`src/rtl/fibonacci.sv`:
```
`default_nettype none
// ============================================================================
//  Module   : fibonacci
//  Purpose  : Iterative 8-bit Fibonacci datapath with a LOAD/RUN/DONE
//             controller. Seeds two term registers, then advances the pair
//             once per clock until the iteration counter reaches the limit.
//  Revision : 1.0 - initial release
// ============================================================================
module fibonacci (
  input  logic       clock,
  input  logic       reset,
  input  logic [7:0] n1,
  input  logic [7:0] n2,
  input  logic [7:0] N,
  input  logic [7:0] n3,
  input  logic       enable_reg1,
  input  logic       enable_reg2,
  input  logic       enable_regN,
  input  logic       enable_count,
  output logic [7:0] saida_do_comparador,
  output logic [7:0] FIB_SAIDA
);

  typedef enum logic [1:0] {
    S_LOAD = 2'd0,
    S_RUN  = 2'd1,
    S_DONE = 2'd2
  } state_t;

  state_t     r_state;
  state_t     w_state_next;

  logic [7:0] r_reg1;
  logic [7:0] r_reg2;
  logic [7:0] r_reg_n;
  logic [7:0] r_count;

  logic [7:0] w_reg1_next;
  logic [7:0] w_reg2_next;
  logic [7:0] w_reg_n_next;
  logic [7:0] w_count_next;

  logic       w_ge;
  logic [7:0] w_sum;

  // Limit compare is unsigned; the sum wraps modulo 256 with no flag.
  assign w_ge  = (r_count >= r_reg_n);
  assign w_sum = r_reg1 + r_reg2;

  // State register: reset returns to LOAD so the next edge reseeds.
  always_ff @(posedge clock or posedge reset) begin
    if (reset) begin
      r_state <= S_LOAD;
    end else begin
      r_state <= w_state_next;
    end
  end

  // Datapath registers: all cleared by reset, otherwise take the computed next values.
  always_ff @(posedge clock or posedge reset) begin
    if (reset) begin
      r_reg1  <= 8'd0;
      r_reg2  <= 8'd0;
      r_reg_n <= 8'd0;
      r_count <= 8'd0;
    end else begin
      r_reg1  <= w_reg1_next;
      r_reg2  <= w_reg2_next;
      r_reg_n <= w_reg_n_next;
      r_count <= w_count_next;
    end
  end

  // Next-state and next-register logic; everything holds unless a state says otherwise.
  always_comb begin
    w_state_next = r_state;
    w_reg1_next  = r_reg1;
    w_reg2_next  = r_reg2;
    w_reg_n_next = r_reg_n;
    w_count_next = r_count;
    case (r_state)
      S_LOAD: begin
        if (enable_reg1)  w_reg1_next  = n1;
        if (enable_reg2)  w_reg2_next  = n2;
        if (enable_regN)  w_reg_n_next = N;
        if (enable_count) w_count_next = n3;
        w_state_next = S_RUN;
      end
      S_RUN: begin
        // Limit met: freeze everything. The counter therefore never wraps here.
        if (w_ge) begin
          w_state_next = S_DONE;
        end else begin
          if (enable_reg1)  w_reg1_next  = r_reg2;
          if (enable_reg2)  w_reg2_next  = w_sum;
          if (enable_count) w_count_next = r_count + 8'd1;
        end
      end
      S_DONE: begin
        // Terminal: only reset leaves this state.
      end
      default: begin
        w_state_next = S_LOAD;
      end
    endcase
  end

  assign FIB_SAIDA           = r_reg2;
  assign saida_do_comparador = {7'b0, w_ge};

endmodule
`default_nettype wire

```
`config.mk`:
```
export PLATFORM = sky130hd
export DESIGN_NAME = fibonacci
export DESIGN_NICKNAME = d
export VERILOG_FILES = /design/src/rtl/fibonacci.sv
export SDC_FILE = /design/constraint.sdc
export NUM_CORES = 1
export LEC_CHECK = 0
export ABC_CLOCK_PERIOD_IN_PS = 2600
export BUFFER_PORTS_ARGS = -buffer_cell sky130_fd_sc_hd__buf_2
export CORE_UTILIZATION = 54
export DETAILED_ROUTE_END_ITERATION = 16
export PLACE_DENSITY = 0.89
export REMOVE_ABC_BUFFERS = 1
export SLEW_MARGIN = 20
export SYNTH_ARGS = -nofsm -noshare
export SYNTH_HDL_FRONTEND = slang
export SYNTH_SLANG_ARGS = --single-unit
```
`constraint.sdc`:
```
create_clock -name clock -period 2.6 [get_ports clock]
set_clock_uncertainty 0.05 [all_clocks]
set_input_delay 0.26 -clock clock [delete_from_list [all_inputs] [get_ports clock]]
set_output_delay 0.26 -clock clock [all_outputs]
set_load 0.01 [all_outputs]
```
* Word level (Yosys, flattened, before mapping)
Index checks and enable logic that the tools add are counted.
** Cells by class
- Bitwise operators :: 1
- Equality and inequality tests :: 10
- Add/subtract/negate cells :: 2
- Reduce and logical (&&, ||, !) cells :: 7
- Order comparisons :: 1
- Mux-type cells :: 14
** Operator list (number)
- 8-bit 2-to-1 mux :: 9
- 8-bit one-hot mux with 2 select lines :: 3
- 2-bit inequality test, second input constant :: 8
- 4-bit AND reduction :: 3
- 8-bit by 1-bit adder with 8-bit output, second input constant :: 1
- 8-bit adder :: 1
- 8-bit >= comparator :: 1
- 2-bit one-hot mux with 3 select lines :: 1
- 2-bit AND reduction :: 2
- 2-bit by 1-bit == test with 1-bit output, second input constant :: 1
- 2-bit == test, second input constant :: 1
- 2-bit logical NOT :: 1
- 2-bit 2-to-1 mux :: 1
- 2-bit nonzero test :: 1
- 1-bit NOT :: 1
** Storage, ports and cells
- Bits in registers :: 34
- Input bits :: 38
- Logic and storage cells :: 40
- Output and inout bits :: 16

* Depth between registers and ports, before layout
Gate-level depths: netlist of run 1.
- Depth in word-level cells :: 4
- Gate-level depth with buffers :: 9
- Mapped depth without buffers :: 8

* Least setup slack after synthesis of run 1
Ideal clock, no wire load.
- Path kind :: register to register
- From :: register r_count[0]
- To :: register r_reg2[2] (netlist: FIB_SAIDA[2])
- Arrival time :: 2143 ps
- Data required time :: 2425 ps
- Setup slack :: 282 ps
- Setup time :: 125 ps
- Buffers on the path :: 2
- Stages on the path, launching flop included :: 10
- Clock period less this slack :: 2318 ps
- Path through :: dfrtp_1 inv_1 ha_1 nand2b_1 a2111oi_0 or4_1 buf_4 and3_4 buf_6 mux2_4
** Between the ends
- Longest elaborated chain between the ends :: 3
** RTL lines
- from (decl) :: RTL line 36 : logic [7:0] r_count;
- from (signal assigned) :: RTL line 70 : r_count <= w_count_next;
- 8-bit >= comparator :: RTL line 47 : assign w_ge = (r_count >= r_reg_n);
- 2-bit inequality test (no source line)
- 4-bit AND reduction (no source line)
- to (signal assigned) :: RTL line 68 : r_reg2 <= w_reg2_next;
- to (decl) :: RTL line 34 : logic [7:0] r_reg2;
Every way passes these cells.
A chain may end at the register's enable or synchronous reset.

* Worst setup path in the final report of run 1
- From :: register r_count[0]
- To :: output saida_do_comparador[0]
** Between the ends
- Longest elaborated chain between the ends :: 1
** RTL lines
- 8-bit >= comparator :: RTL line 47
- to (decl) :: RTL line 20 : output logic [7:0] saida_do_comparador,
Every way passes these cells.

==> results, run 1 <==
- The endpoint identified for the worst register-to-register timing path is FIB_SAIDA[5]$_DFFE_PP0P_.
- The clock sink count is 34.
- The area growth from synthesis to layout is 15.4%.
- The synthesized-area fraction occupied by xor and xnor cells is between 1 and 1.5%.
- The CTS buffer count is 5.
- VDD sags by at most 0.000613 V.
- Post-CTS timing repair inserted 0 buffers for setup.
- For this run, the leading register cell type out of synthesis is sky130_fd_sc_hd__dfrtp_1.
- The clock latency on the worst-skew pair is 0.28 ns.
- In this run switching power makes up 45.0% of total power.
- The first global-routing pass estimated 8740 um of wire.
- At the end of routability-driven placement, the weighted congestion stood at roughly 0.88.
- The worst hold margin is 0.00896 ns.
- The DRC marker count from the first detailed-route iteration is 130.
- The floorplan step set the die width to 66.7 um.
- The total power density per cell area is 1430 nW/um^2.
- The all-layer global routing usage is 26.3%.
- The accumulated negative setup slack is 0 ns.
- The synthesized design contains 0 enable-type register cells.
- In this run the worst path has a maximum fanout of 3.
- In this run the number of H-tree levels came out at 2.
- In this run, distinct cell masters in the synthesized netlist total 47.
- The worst setup path is launched from a register.
- The critical path class is reg2out.
- Summing the areas of all fa, ha and maj instances in the mapped netlist gives 9.73% of the synthesized area.
- The combinational family with the most area after synthesis is compound AO/OA/AOI/OAI gates.
- For this design the static power due to leakage is approximately 1.3 nW.
- Of all flip-flops after synthesis, the portion carrying an async set or reset was 100%.
- The final standard cell area without fillers is 2610 sq um.
- The fraction of final layout cells with drive strength greater than 1 is around a quarter.
- Summing the areas of all compound-gate instances in the mapped netlist gives 19.2% of the synthesized area.
- For this run, the detailed router's first-pass iteration total came to 4.
- The via count normalized by instance count is 5.80.
- The instance area at placement is 2520 sq um.
- In the synthesized netlist, the number of instances is 252.
- The internal power contribution is between 2 and 2.5 mW.
- The share of cell area taken by muxes after synthesis is 7.24%.
- The maximum buffer depth of the clock tree is 2.
- In the routed design, unresolved DRC markers number 0.
- The flow ran to the end, and the final reports show no timing, DRC or antenna violations.
- Summed over all layers, the routed wires come to 5280 um.
- The most used routing layer is met2.
- The final-report max-slew violation count came to 0.
- For the pin with the worst max-slew slack, the measured transition is 0.658 ns.
- The filler cells instantiated in the layout total 327.
- The fraction of power consumed by sequential logic is between 20 and 30%.
- In the final routed layout, each cell accounts on average for roughly 15 um.
- The number of antenna-violating nets in the routed design is 0.
- Per report_power, the combinational group accounts for 61.7% of the total.
- Global routing finished with a remaining overflow of 0.
- The post-layout utilization of the core is 65.3%.
- The final net count is roughly 350.
- The area of the core is 4000 sq um.
- Data arrives at the worst endpoint at 2.11 ns.
- Clock-pin slew was measured on the worst setup and hold paths at 0.07 ns.
- Subtracting the final worst setup slack from the clock period gives 2.42 ns.
- For met3 alone, demand over resource in global routing was 3.25%.
- The die is approximately 67 um tall.
- The number of buffers inserted for hold repair after clock tree synthesis is 0.
- The critical path capture point is saida_do_comparador[0].
- Of the total synthesized cell area, the portion taken by AND, OR, NAND and NOR gates is between 10% and 20%.
- The number of max-cap violations is 0.
- Setup repair after global routing left no endpoint under its margin.
- Counting flops and latches in the post-synthesis netlist gives 34.
- In this run the worst hold path is classified as in2async.
- The number of antenna violations at the first check in global routing is 0.
- For this run, global-route usage on met1 was measured as 36.2%.
- Entering global routing, the biggest net connects 35 pins.
- The portion of the clock cycle consumed by the worst path in the final layout is 93.1%.
- Summing over every cut layer, the via total after detailed routing is 2,020.
- The Yosys step of the flow raised 0 warnings.
- The worst pin sits at a relative slew slack of 56.0%.
- CTS placed an instance of sky130_fd_sc_hd__clkbuf_8 at the clock tree root.
- The share of the Yosys chip area taken by registers is 37.6%.
- The via count of the first global-routing pass is 1,855.
- After legalization and detailed placement, the total HPWL measured 3830 um.
- The synthesized netlist occupies a cell area of approximately 2300 sq um.
- The I/O pin count is 54.
- The die covers between 4000 and 5000 sq um.
- The count of final hold-check violations came to 0.
- The required time of the critical path is 2.29 ns.
- The number of placement rows is 23.
- The number of diodes added for antenna fixing is 0.
- The startpoint of the most critical register-to-register path is r_count[0]$_DFFE_PP0P_.
- For this configuration, the core starts out at a cell density of 56.6%.
- Setup slack on the worst reg-to-reg path comes out at about 0.20 ns.
- TritonCTS built the clock tree.
- During placement, the flow inserted port buffers numbering 46.
- The most critical setup path has its startpoint at r_count[0]$_DFFE_PP0P_.
- The number of cells on the worst reg-to-reg path is 7.
- Setup violations remaining at the end of the flow were counted as 0.
- The analysis attributes to net switching a power of 1.68 mW.
- The category of the worst setup path capture point is a primary output.
- The mean instance size in the synthesized netlist is 8.98 sq um.
- The highest achievable clock rate is a little over 400 MHz.
- For met2 alone, demand over resource in global routing was 41.8%.
- The overall power of the completed layout is 3.73 mW.
- The power share of the clock group is around a tenth.
-- cells in the mapped netlist, types with 2 or more instances --
| master | number | area [sq um] |
|---|---|---|
| sky130_fd_sc_hd__buf_4 | 9 | 67.6 |
| sky130_fd_sc_hd__a41oi_1 | 7 | 61.3 |
| sky130_fd_sc_hd__nand2b_1 | 4 | 25.0 |
| sky130_fd_sc_hd__a31o_2 | 3 | 26.3 |
| sky130_fd_sc_hd__dfrtp_1 | 34 | 851 |
| sky130_fd_sc_hd__o2111ai_1 | 3 | 26.3 |
| sky130_fd_sc_hd__mux2_4 | 3 | 45.0 |
| sky130_fd_sc_hd__a31oi_1 | 9 | 56.3 |
| sky130_fd_sc_hd__clkbuf_1 | 9 | 33.8 |
| sky130_fd_sc_hd__nand2_1 | 46 | 173 |
| sky130_fd_sc_hd__xnor2_1 | 2 | 17.5 |
| sky130_fd_sc_hd__nand4_1 | 3 | 18.8 |
| sky130_fd_sc_hd__o21a_1 | 2 | 15.0 |
| sky130_fd_sc_hd__mux2_2 | 7 | 78.8 |
| sky130_fd_sc_hd__and2_1 | 2 | 12.5 |
| sky130_fd_sc_hd__nand3_1 | 6 | 30.0 |
| sky130_fd_sc_hd__o22ai_1 | 4 | 25.0 |
| sky130_fd_sc_hd__ha_1 | 16 | 200 |
| sky130_fd_sc_hd__a21oi_1 | 12 | 60.1 |
| sky130_fd_sc_hd__and3_1 | 2 | 12.5 |
| sky130_fd_sc_hd__nor2_1 | 6 | 22.5 |
| sky130_fd_sc_hd__o21ai_0 | 14 | 70.1 |
| sky130_fd_sc_hd__nor2b_1 | 3 | 18.8 |
| sky130_fd_sc_hd__nor3b_1 | 3 | 22.5 |
| sky130_fd_sc_hd__a21o_1 | 2 | 15.0 |
| sky130_fd_sc_hd__mux2i_1 | 4 | 40.0 |
| sky130_fd_sc_hd__buf_2 | 2 | 10.0 |
| sky130_fd_sc_hd__inv_1 | 16 | 60.1 |
-- cell type report --
cell class | instances | area, sq um | share of cell area, %
repair buffers | 55 | 298 | 11.4
inverters | 16 | 60.1 | 2.30
well taps | 50 | 62.6 | 2.39
clock buffers | 6 | 82.6 | 3.16
multi-input cells | 187 | 1260 | 48.2
flip-flops and latches | 34 | 851 | 32.6
-- layout by cell type (no fill, tap or decap), types with 2 or more instances in the layout --
master and n:
sky130_fd_sc_hd__nand2_1 46, sky130_fd_sc_hd__buf_2 46, sky130_fd_sc_hd__dfrtp_1 34, sky130_fd_sc_hd__inv_1 16, sky130_fd_sc_hd__ha_1 16, sky130_fd_sc_hd__o21ai_0 14
sky130_fd_sc_hd__a21oi_1 12, sky130_fd_sc_hd__a31oi_1 9, sky130_fd_sc_hd__buf_4 9, sky130_fd_sc_hd__mux2_2 7, sky130_fd_sc_hd__a41oi_1 7, sky130_fd_sc_hd__conb_1 7
sky130_fd_sc_hd__nand3_1 6, sky130_fd_sc_hd__nor2_1 6, sky130_fd_sc_hd__clkbuf_8 6, sky130_fd_sc_hd__nand2b_1 4, sky130_fd_sc_hd__mux2i_1 4, sky130_fd_sc_hd__o22ai_1 4
sky130_fd_sc_hd__nor3b_1 3, sky130_fd_sc_hd__nor2b_1 3, sky130_fd_sc_hd__mux2_4 3, sky130_fd_sc_hd__o2111ai_1 3, sky130_fd_sc_hd__nand4_1 3, sky130_fd_sc_hd__a31o_2 3
sky130_fd_sc_hd__a21o_1 2, sky130_fd_sc_hd__o21a_1 2, sky130_fd_sc_hd__and2_1 2, sky130_fd_sc_hd__xnor2_1 2, sky130_fd_sc_hd__and3_1 2
-- layer usage --
layer	up-vias	wire length [um]	part of all wire (%)
li1	975	-	-
met1	956	2340	44
met2	79	2510	47
met3	10	322	6.1
met4	0	111	2.1
met5	-	0	0
-- worst min path at each step --
| stage | depth (start not counted) | slack [ns] | to |
|---|---|---|---|
| 5_1_grt | 3 | 0.05 | r_count[6]$_DFFE_PP0P_ |
| 3_3_place_gp | 3 | 0.32 | r_state[0]$_DFFE_PP0P_ |
| 6_report | 3 | 0.009 | r_count[5]$_DFFE_PP0P_ |
| 3_5_place_dp | 3 | 0.33 | r_state[1]$_DFFE_PP0P_ |
| 2_1_floorplan | 2 | 0.33 | r_reg_n[1]$_DFFE_PP0P_ |
| 4_1_cts | 3 | 0.03 | r_state[1]$_DFFE_PP0P_ |
-- metrics by stage --
step	setup WS [ns]	std cells
final	0.179	348
after detailed placement	0.0557	342
after floorplan	0.141	237
after global routing	0.0561	348
after CTS	0.0758	348
after global placement	0.186	342
-- registers in the layout (all words and copies together), names as in the netlist --
| signal | count |
|---|---|
| FIB_SAIDA | 8 |
| r_count | 8 |
| r_reg1 | 8 |
| r_reg_n | 8 |
| r_state | 2 |
-- cells by family (layout without fill, tap and decap cells) --
| group | count (synthesis) | in the layout |
|---|---|---|
| AO/OA/AOI/OAI | 65 | 65 |
| XOR/XNOR | 3 | 3 |
| adder cells (fa/ha/maj) | 17 | 17 |
| buffers and inverters | 37 | 77 |
| flip-flops | 34 | 34 |
| multiplexers | 14 | 14 |
| other | 1 | 7 |
| AND/OR/NAND/NOR | 81 | 81 |
-- repair_timing --
item | 4_1_cts | 5_1_grt
resized for setup | 1 | 1
setup endpoints to repair | 1 | 6
endpoints found under the hold margin | 0 | 0
-- power groups by stage --
stage | clock (mW) | combinational (mW) | sequential (mW)
detailed placement | 0 | 2.22 | 1.04
floorplan | 0 | 1.64 | 1.00
finish | 0.382 | 2.30 | 1.05
global route | 0.410 | 2.57 | 1.07
CTS | 0.389 | 2.26 | 1.04
global placement | 0 | 2.13 | 1.02
-- critical path, cell delays in order, from the launching register on --
cell and delay (ns):
sky130_fd_sc_hd__dfrtp_1 0.39, sky130_fd_sc_hd__inv_1 0.10, sky130_fd_sc_hd__ha_1 0.23, sky130_fd_sc_hd__nand2b_1 0.15, sky130_fd_sc_hd__a2111oi_2 0.42, sky130_fd_sc_hd__o31ai_1 0.13
sky130_fd_sc_hd__a31o_2 0.27, sky130_fd_sc_hd__buf_2 0.14
No activity file was read; power rests on OpenSTA's default activity.
==> run 2: changes to the inputs <==
ABC_AREA = 1   (was not set)
CORE_UTILIZATION = 55   (was 54)
HOLD_SLACK_MARGIN = 0.06   (was not set)
PLACE_DENSITY = 0.9   (was 0.89)
==> run 2 against run 1 <==
  * Clock power rose by 5%
  * Non-clock buffer count fell by 5
  * Critical path depth rose by 1
  * Synthesized cell count rose by 35%
  * Largest cell class unchanged
  * Routed wire length rose by 2.0%
==> results, run 2 <==
- The maximum buffer depth of the clock tree is 2.
- The leading register cell type out of synthesis is sky130_fd_sc_hd__dfrtp_1.
- The global-route wire length before repair is 9040 um.
- The number of stages on the worst hold path is 2.
- The tree is rooted in a sky130_fd_sc_hd__clkbuf_8.
- The top fanout value on the critical path is 21.
- The final weighted congestion of routability-driven global placement is 0.928.
- The number of antenna diodes in the final layout is 0.
- Across the whole layout, storage elements account for 851 sq um.
- The final setup violation count is 0.
- The length in cells of the worst reg-to-reg path is 8.
- The number of distinct standard cells referenced by the synthesized netlist is 30.
- The horizontal extent of the die is 68.9 um.
- The critical path class is reg2reg.
- Among all cell types in the netlist, the one instantiated most often is sky130_fd_sc_hd__nand2_1.
- The detailed-route DRC error count is 0.
- Clock-pin slew was measured on the worst setup and hold paths at about 0.070 ns.
- The via count of the first global-routing pass was 2,095.
- The portion of the clock cycle consumed by the worst path in the final layout is 75.8%.
- The signal arrival time at the worst endpoint is 2.14 ns.
- The clock sink count is 34.
- In this run, post-CTS repair resized a total of 0 instances.
- TritonCTS built the clock tree.
- Across all setup checks in the final design, the least slack found is 0.630 ns.
- In the routed layout, each cell is associated on average with a via count of 5.17.
- The part of the Yosys area used for sequential elements is 34.5%.
- Port buffering added 46 buffers.
- The post-route netlist has ~22% of its cells at a drive strength greater than 1.
- The later pin in the worst-skew pair is clocked with a latency of 0.28 ns.
- Summing the areas of all compound-gate instances in the mapped netlist gives about 5.9% of the synthesized area.
- The highest achievable clock rate is roughly 510 MHz.
- The worst IR drop on VDD is between 0.0005 and 0.0006 V.
- The post-CTS setup repair buffer count is 0.
- After synthesis, the largest area contributor takes up 34.5% of total cell area.
- The worst path needs 1.97 ns of the cycle, external delays included.
- The proportion of register bits with asynchronous set or reset after synthesis is 100%.
- The number of buffers and inverters on the critical path is 1.
- The cell taking the most area after synthesis is sky130_fd_sc_hd__dfrtp_1.
- After global routing the overflow that remains totals 0.
- In this run the cell area of the synthesized design comes to 2460 sq um.
- The min-delay analysis places its worst path in the category in2reg.
- STA classifies the critical path endpoint as a register.
- The synthesized-area fraction occupied by xor and xnor cells is 1.07%.
- The switching fraction of total power is 49.3%.
- The die boundary height is approximately 69 um.
- For this run, the post-layout net count is 440.
- In the final layout, the multi-input gates occupy 1370 sq um.
- The simple-gate share of the synthesized area is a little under two fifths.
- The aggregate routed wire length is 5390 um.
- Summing over every cut layer, the via total after detailed routing is approximately 2,300.
- The core region is 4140 sq um.
- The tool flagged a number of max-cap violations equal to 0.
- Counting buffers and inverters, the worst setup path is 8 cells deep.
- The fraction of power consumed by sequential logic is 30.4%.
- The cell class contributing the biggest share of worst-path delay is simple AND/OR/NAND/NOR gates.
- The clock network is responsible for 12.2% of the overall power.
- The count of final hold-check violations is 0.
- The detailed placer's ending HPWL is 3980 um.
- The die outline area is 4750 sq um.
- Leaving out fill and tap cells, the most frequent cell in the layout is sky130_fd_sc_hd__nand2_1.
- The number of antenna violations at the first check in global routing is 0.
- In the final routed layout, each cell accounts on average for 12.4 um.
- Compared with the post-synthesis result, the final layout area differs by 12.5%.
- STA classifies the critical path startpoint as a register.
- Sorting the synthesized cells by area gives the leading types as sky130_fd_sc_hd__dfrtp_1, sky130_fd_sc_hd__nand2_1, sky130_fd_sc_hd__ha_1.
- The first-pass iteration count of the detailed router is 4.
- The share of cell area taken by muxes after synthesis is 0.457%.
- The flow ran to the end, and the final reports show no timing, DRC or antenna violations.
- The pre-CTS setup slack is about 0.67 ns.
- Traced cell by cell, the critical path runs through ha_1, a21o_1, nor2_2, nand4_2, nand2_4, buf_4, nand3_2, nand2_1.
- The synthesized netlist devotes 8.94% of its cell area to adder and majority cells.
- The final-layout fill cell count is approximately 350.
- The number of placement rows is 23.
- During synthesis, Yosys emitted a total of 0 warnings.
- The combinational family with the most area after synthesis is simple AND/OR/NAND/NOR gates.
- In this run the number of H-tree levels came out at 2.
- The total power density per cell area is around 1200 nW/um^2.
- The required time of the critical path is 2.77 ns.
- The all-layer global routing usage is 25.6%.
- The internal power contribution is approximately 1.7 mW.
- The first routing iteration left 137 violations.
- Setup repair after global routing left no endpoint under its margin.
- Ranked by instance count, the synthesized netlist is headed by sky130_fd_sc_hd__nand2_1, sky130_fd_sc_hd__dfrtp_1, sky130_fd_sc_hd__inv_1.
- The mean instance size in the synthesized netlist is around 7.2 sq um.
- The net switching power of the design is 1.62 mW.
- In the layout the commonest cells are sky130_fd_sc_hd__nand2_1, sky130_fd_sc_hd__buf_2, sky130_fd_sc_hd__dfrtp_1.
- The overall power of the completed layout is 3.28 mW.
- Combinational cells account for 57.4% of the total power.
- The slowest stage of the critical path belongs to the cell sky130_fd_sc_hd__dfrtp_1.
- Setup total negative slack on the finished layout was measured at 0 ns.
- The number of flip-flops and latches in the synthesized netlist is 34.
- In this run the count of I/O pins placed on the die edge is 54.
- The detail route stage leaves a number of antenna-violating nets equal to 0.
- The number of synthesized flops with an enable pin is 0.
- The final-report max-slew violation count is 0.
- The analysis attributes to cell leakage a power of approximately 1.6 nW.
- The count of mapped cells out of synthesis is 340.
- The largest stage delay on the critical path is between 0.4 and 0.5 ns.
- The pin count of the biggest net entering global routing is 35.
- Clock tree synthesis inserted a total of 5 buffers.
- Once the floorplan was initialized, standard cells occupied roughly three fifths of the core.
- Measured on the finished design, the core utilization comes to 66.9%.
-- run 2: per-layer routing --
metal	global-route usage [%]	share of wire, %	up-vias
li1	-	-	1146
met1	34.2	46	1027
met2	42.0	48	68
met3	4.28	4.5	12
met4	8.16	1.8	0
met5	0	0	-
-- run 2: final cells by class --
class,instances,area share (%)
Clock buffer,7,3.11
Clock inverter,1,0.181
Inverter,35,4.83
Multi-Input combinational cell,259,49.5
Sequential cell,34,30.7
Tap cell,50,2.26
Timing Repair Buffer,50,9.48
-- run 2: power by group through the flow --
stage | logic, mW | registers [mW] | clock network (mW)
5_1_grt | 2.17 | 1.03 | 0.430
4_1_cts | 1.88 | 0.996 | 0.408
3_5_place_dp | 1.86 | 1.00 | 0
3_3_place_gp | 1.78 | 0.990 | 0
6_report | 1.88 | 0.999 | 0.401
2_1_floorplan | 1.38 | 0.966 | 0
-- run 2: repair_timing --
| action | in CTS | in global routing |
|---|---|---|
| setup endpoints to repair | 0 | 0 |
| hold endpoints to repair | 34 | 0 |
| hold buffers | 1 | 0 |
-- run 2: final timing paths --
kind,slack (ns),startpoint,endpoint
max in group asynchronous,1.62,reset,r_count[0]$_DFFE_PP0P_
worst min-delay path,0.16,N[0],r_reg_n[0]$_DFFE_PP0P_
min in group asynchronous,0.57,reset,r_count[2]$_DFFE_PP0P_
worst max-delay path,0.63,r_count[7]$_DFFE_PP0P_,r_reg1[2]$_DFFE_PP0P_
worst min register to register,0.45,r_reg1[4]$_DFFE_PP0P_,r_reg1[4]$_DFFE_PP0P_
worst max register to register,0.63,r_count[7]$_DFFE_PP0P_,r_reg1[2]$_DFFE_PP0P_
-- run 2: per-stage QoR --
stage               instance area (sq um)  instances  hold WS [ns]
floorplan                            2360        328         0.341
global placement                     2670        427         0.319
detailed placement                   2670        427         0.326
CTS                                  2770        436         0.151
global route                         2770        436         0.171
finish                               2770        436         0.159
-- run 2: worst reg2reg max path, cell delays in order (launching register included) --
cell	delay, ns
sky130_fd_sc_hd__dfrtp_1	0.42
sky130_fd_sc_hd__ha_1	0.31
sky130_fd_sc_hd__a21o_1	0.19
sky130_fd_sc_hd__nor2_2	0.13
sky130_fd_sc_hd__nand4_2	0.13
sky130_fd_sc_hd__nand2_4	0.26
sky130_fd_sc_hd__buf_4	0.26
sky130_fd_sc_hd__nand3_2	0.08
sky130_fd_sc_hd__nand2_1	0.08
-- run 2: logic make-up (layout without fill, tap and decap cells) --
logic type | Yosys count | count (layout)
simple gates | 203 | 203
buf+inv | 53 | 93
flops | 34 | 34
compound gates | 28 | 28
fa+ha+maj | 17 | 17
xor+xnor | 3 | 3
other cells | 1 | 7
mux | 1 | 1
==> run 3: changes to the inputs <==
ABC_CLOCK_PERIOD_IN_PS = 1900   (was 2600)
clock period = 1.9 ns   (was 2.6 ns; I/O delays follow)
==> run 3 against run 2 <==
  * Total power is 50% higher
  * Cell area is 5.6% higher
  * Count of clock-buffer cells in the layout is 1 higher
  * Global-route usage is 2.9 points higher
  * Sequential power is 35% higher
  * Hold slack worse by 0.095 ns
  * Die area stayed put
  * Combinational power is 57% higher
  * Critical path depth is 2 lower
==> results, run 3 (synthesis results as in run 2) <==
- The run finished with clean final reports.
- Entering global routing, the biggest net connects 35 pins.
- STA puts the critical path data arrival time at 1.60 ns.
- Clock tree synthesis found a total of 34 sinks.
- The CTS tree is done.
- The final weighted congestion of routability-driven global placement is 0.893.
- The clock tree synthesis step divided the H-tree into 2 levels.
- After detailed routing, the average wire length per cell comes to 13.3 um.
- The via count of the first global-routing pass came to roughly 2,200.
- The routed layout has 2,304 vias.
- In the layout the commonest cells are sky130_fd_sc_hd__nand2_1, sky130_fd_sc_hd__buf_2, sky130_fd_sc_hd__dfrtp_1.
- STA classifies the critical path endpoint as a primary output.
- For this configuration, the core starts out at a cell density of 59.5%.
- The via count normalized by instance count is 5.18.
- In this run the worst hold path is classified as in2reg.
- The top fanout value on the critical path is 2.
- The worst IR drop on VDD is about 0.00088 V.
- In this run the clock root is driven by a sky130_fd_sc_hd__clkbuf_8.
- The area of the core is a little over 4000 sq um.
- The static leakage power is 1.65 nW.
- Relative to the synthesized area, the layout overhead comes to 18.9%.
- Derived from the worst setup path, the maximum achievable clock frequency is 544 MHz.
- The wire-length estimate of the detail-placed layout is ~4200 um.
- The overall power of the completed layout is between 4 and 5 mW.
- During I/O placement, the number of pins put on the boundary was 54.
- The portion of the clock cycle consumed by the worst path in the final layout is just under 100%.
- After the flow finishes, the layout carries non-filler instances totaling 445.
- The die covers about 4800 sq um.
- The first detailed-routing pass ran for 4 iterations.
- For this run, design rule violations remaining after detail routing come to 0.
- Setup repair after global routing could not meet its margin everywhere.
- Counting the buffers created by CTS gives 5.
- The shortest period the worst path allows is ~1.8 ns.
- The total power density per cell area is ~1700 nW/um^2.
- The instance area at placement is 2700 sq um.
- Clock-pin slew was measured on the worst setup and hold paths at 0.07 ns.
- STA classifies the critical path startpoint as a register.
- The commonest non-fill, non-tap cell in the layout is sky130_fd_sc_hd__nand2_1.
- The critical path in this run is classified as reg2out.
- The maximum buffer depth of the clock tree is 2.
- The count of port buffers added during placement is 46.
- The count of final hold-check violations came to 0.
- The number of max-cap violations is 0.
- The number of cells after detailed placement is 431.
- The number of antenna-violating nets in the routed design is 0.
- The fraction of final layout cells with drive strength greater than 1 is 27.8%.
- The number of antenna diodes in the final layout is 0.
- Setup violations remaining at the end of the flow were counted as 0.
- The first global-routing pass estimated 9800 um of wire.
- The die boundary height is 68.9 um.
- The post-layout utilization of the core is 70.7%.
- The total grt overflow is 0.
- Summed over all failing endpoints, the final setup total negative slack is 0 ns.
- The final-report max-slew violation count was 0.
- The number of placement rows is 23.
- The final net count is 449.
- The required time of the critical path is 1.66 ns.
- The number of antenna violations at the first check in global routing is 0.
- After detailed routing, the total wire length is 5910 um.
- In the global route stage, overall resource usage came out at 28.5%.
- The finished cells cover 2930 sq um.
- The later pin in the worst-skew pair is clocked with a latency of 0.29 ns.
- The horizontal extent of the die is 68.9 um.
- The DRC marker count from the first detailed-route iteration is between 150 and 200.
==> run 3: cell count changes in the layout (fill, tap and decap cells not counted), sizes merged <==
cell and change:
clkinv -1, clkbuf +1, buf +9
==> run 3: worst max-delay path: stages, from the launching register on <==
cell,delay [ns]
sky130_fd_sc_hd__dfrtp_1,0.36
sky130_fd_sc_hd__inv_1,0.11
sky130_fd_sc_hd__ha_4,0.22
sky130_fd_sc_hd__a21o_1,0.20
sky130_fd_sc_hd__nor2_4,0.13
sky130_fd_sc_hd__nand3_2,0.12
sky130_fd_sc_hd__buf_2,0.16
==> run 3: through the flow <==
| stage | hold slack, ns | setup WS (ns) |
|---|---|---|
| floorplan | 0.271 | 0.0947 |
| global placement | 0.248 | 0.0761 |
| detailed placement | 0.260 | 0.0137 |
| CTS | 0.0627 | 0.00738 |
| global route | 0.0694 | -0.00818 |
| finish | 0.0642 | 0.0605 |
==> run 3: path summary, 6_finish.rpt <==
path,startpoint,end,slack [ns],depth (start not counted)
max,r_reg_n[7]$_DFFE_PP0P_,saida_do_comparador[0],0.06,6
min,N[0],r_reg_n[0]$_DFFE_PP0P_,0.06,2
max reg2reg,r_reg_n[7]$_DFFE_PP0P_,r_reg1[0]$_DFFE_PP0P_,0.11,9
min reg2reg,r_reg1[6]$_DFFE_PP0P_,r_reg1[6]$_DFFE_PP0P_,0.44,2
max in group asynchronous,reset,r_count[2]$_DFFE_PP0P_,0.95,4
min in group asynchronous,reset,r_reg_n[4]$_DFFE_PP0P_,0.51,4
==> run 3: cell type report <==
type                    count  area, sq um
clock buffers               8          110
fillers                   317         1210
inverters                  35          134
multi-input cells         259         1440
flip-flops and latches     34          856
well taps                  50         62.6
repair buffers             59          330
==> run 3: where the power goes <==
group / switching [mW] / internal, mW / total [mW]
registers: 0.283 / 1.07 / 1.35
logic: 1.82 / 1.13 / 2.95
clock network: 0.273 / 0.366 / 0.639
total: 2.38 / 2.56 / 4.93
==> run 3: layer usage <==
metal,routed length [um],up-vias,track usage (%)
met3,401,7,5.59
li1,-,1167,-
met5,0,-,0
met4,81,0,10.2
met2,2800,82,47.3
met1,2630,1048,36.5
==> run 3: repair_timing <==
item                                    in CTS  in global routing
endpoints found under the setup margin       2                 26
gates resized for setup                      4                 12
setup buffers                                0                  5
hold buffers                                 1                  0
endpoints found under the hold margin       34                  0
pin swaps                                    0                  3
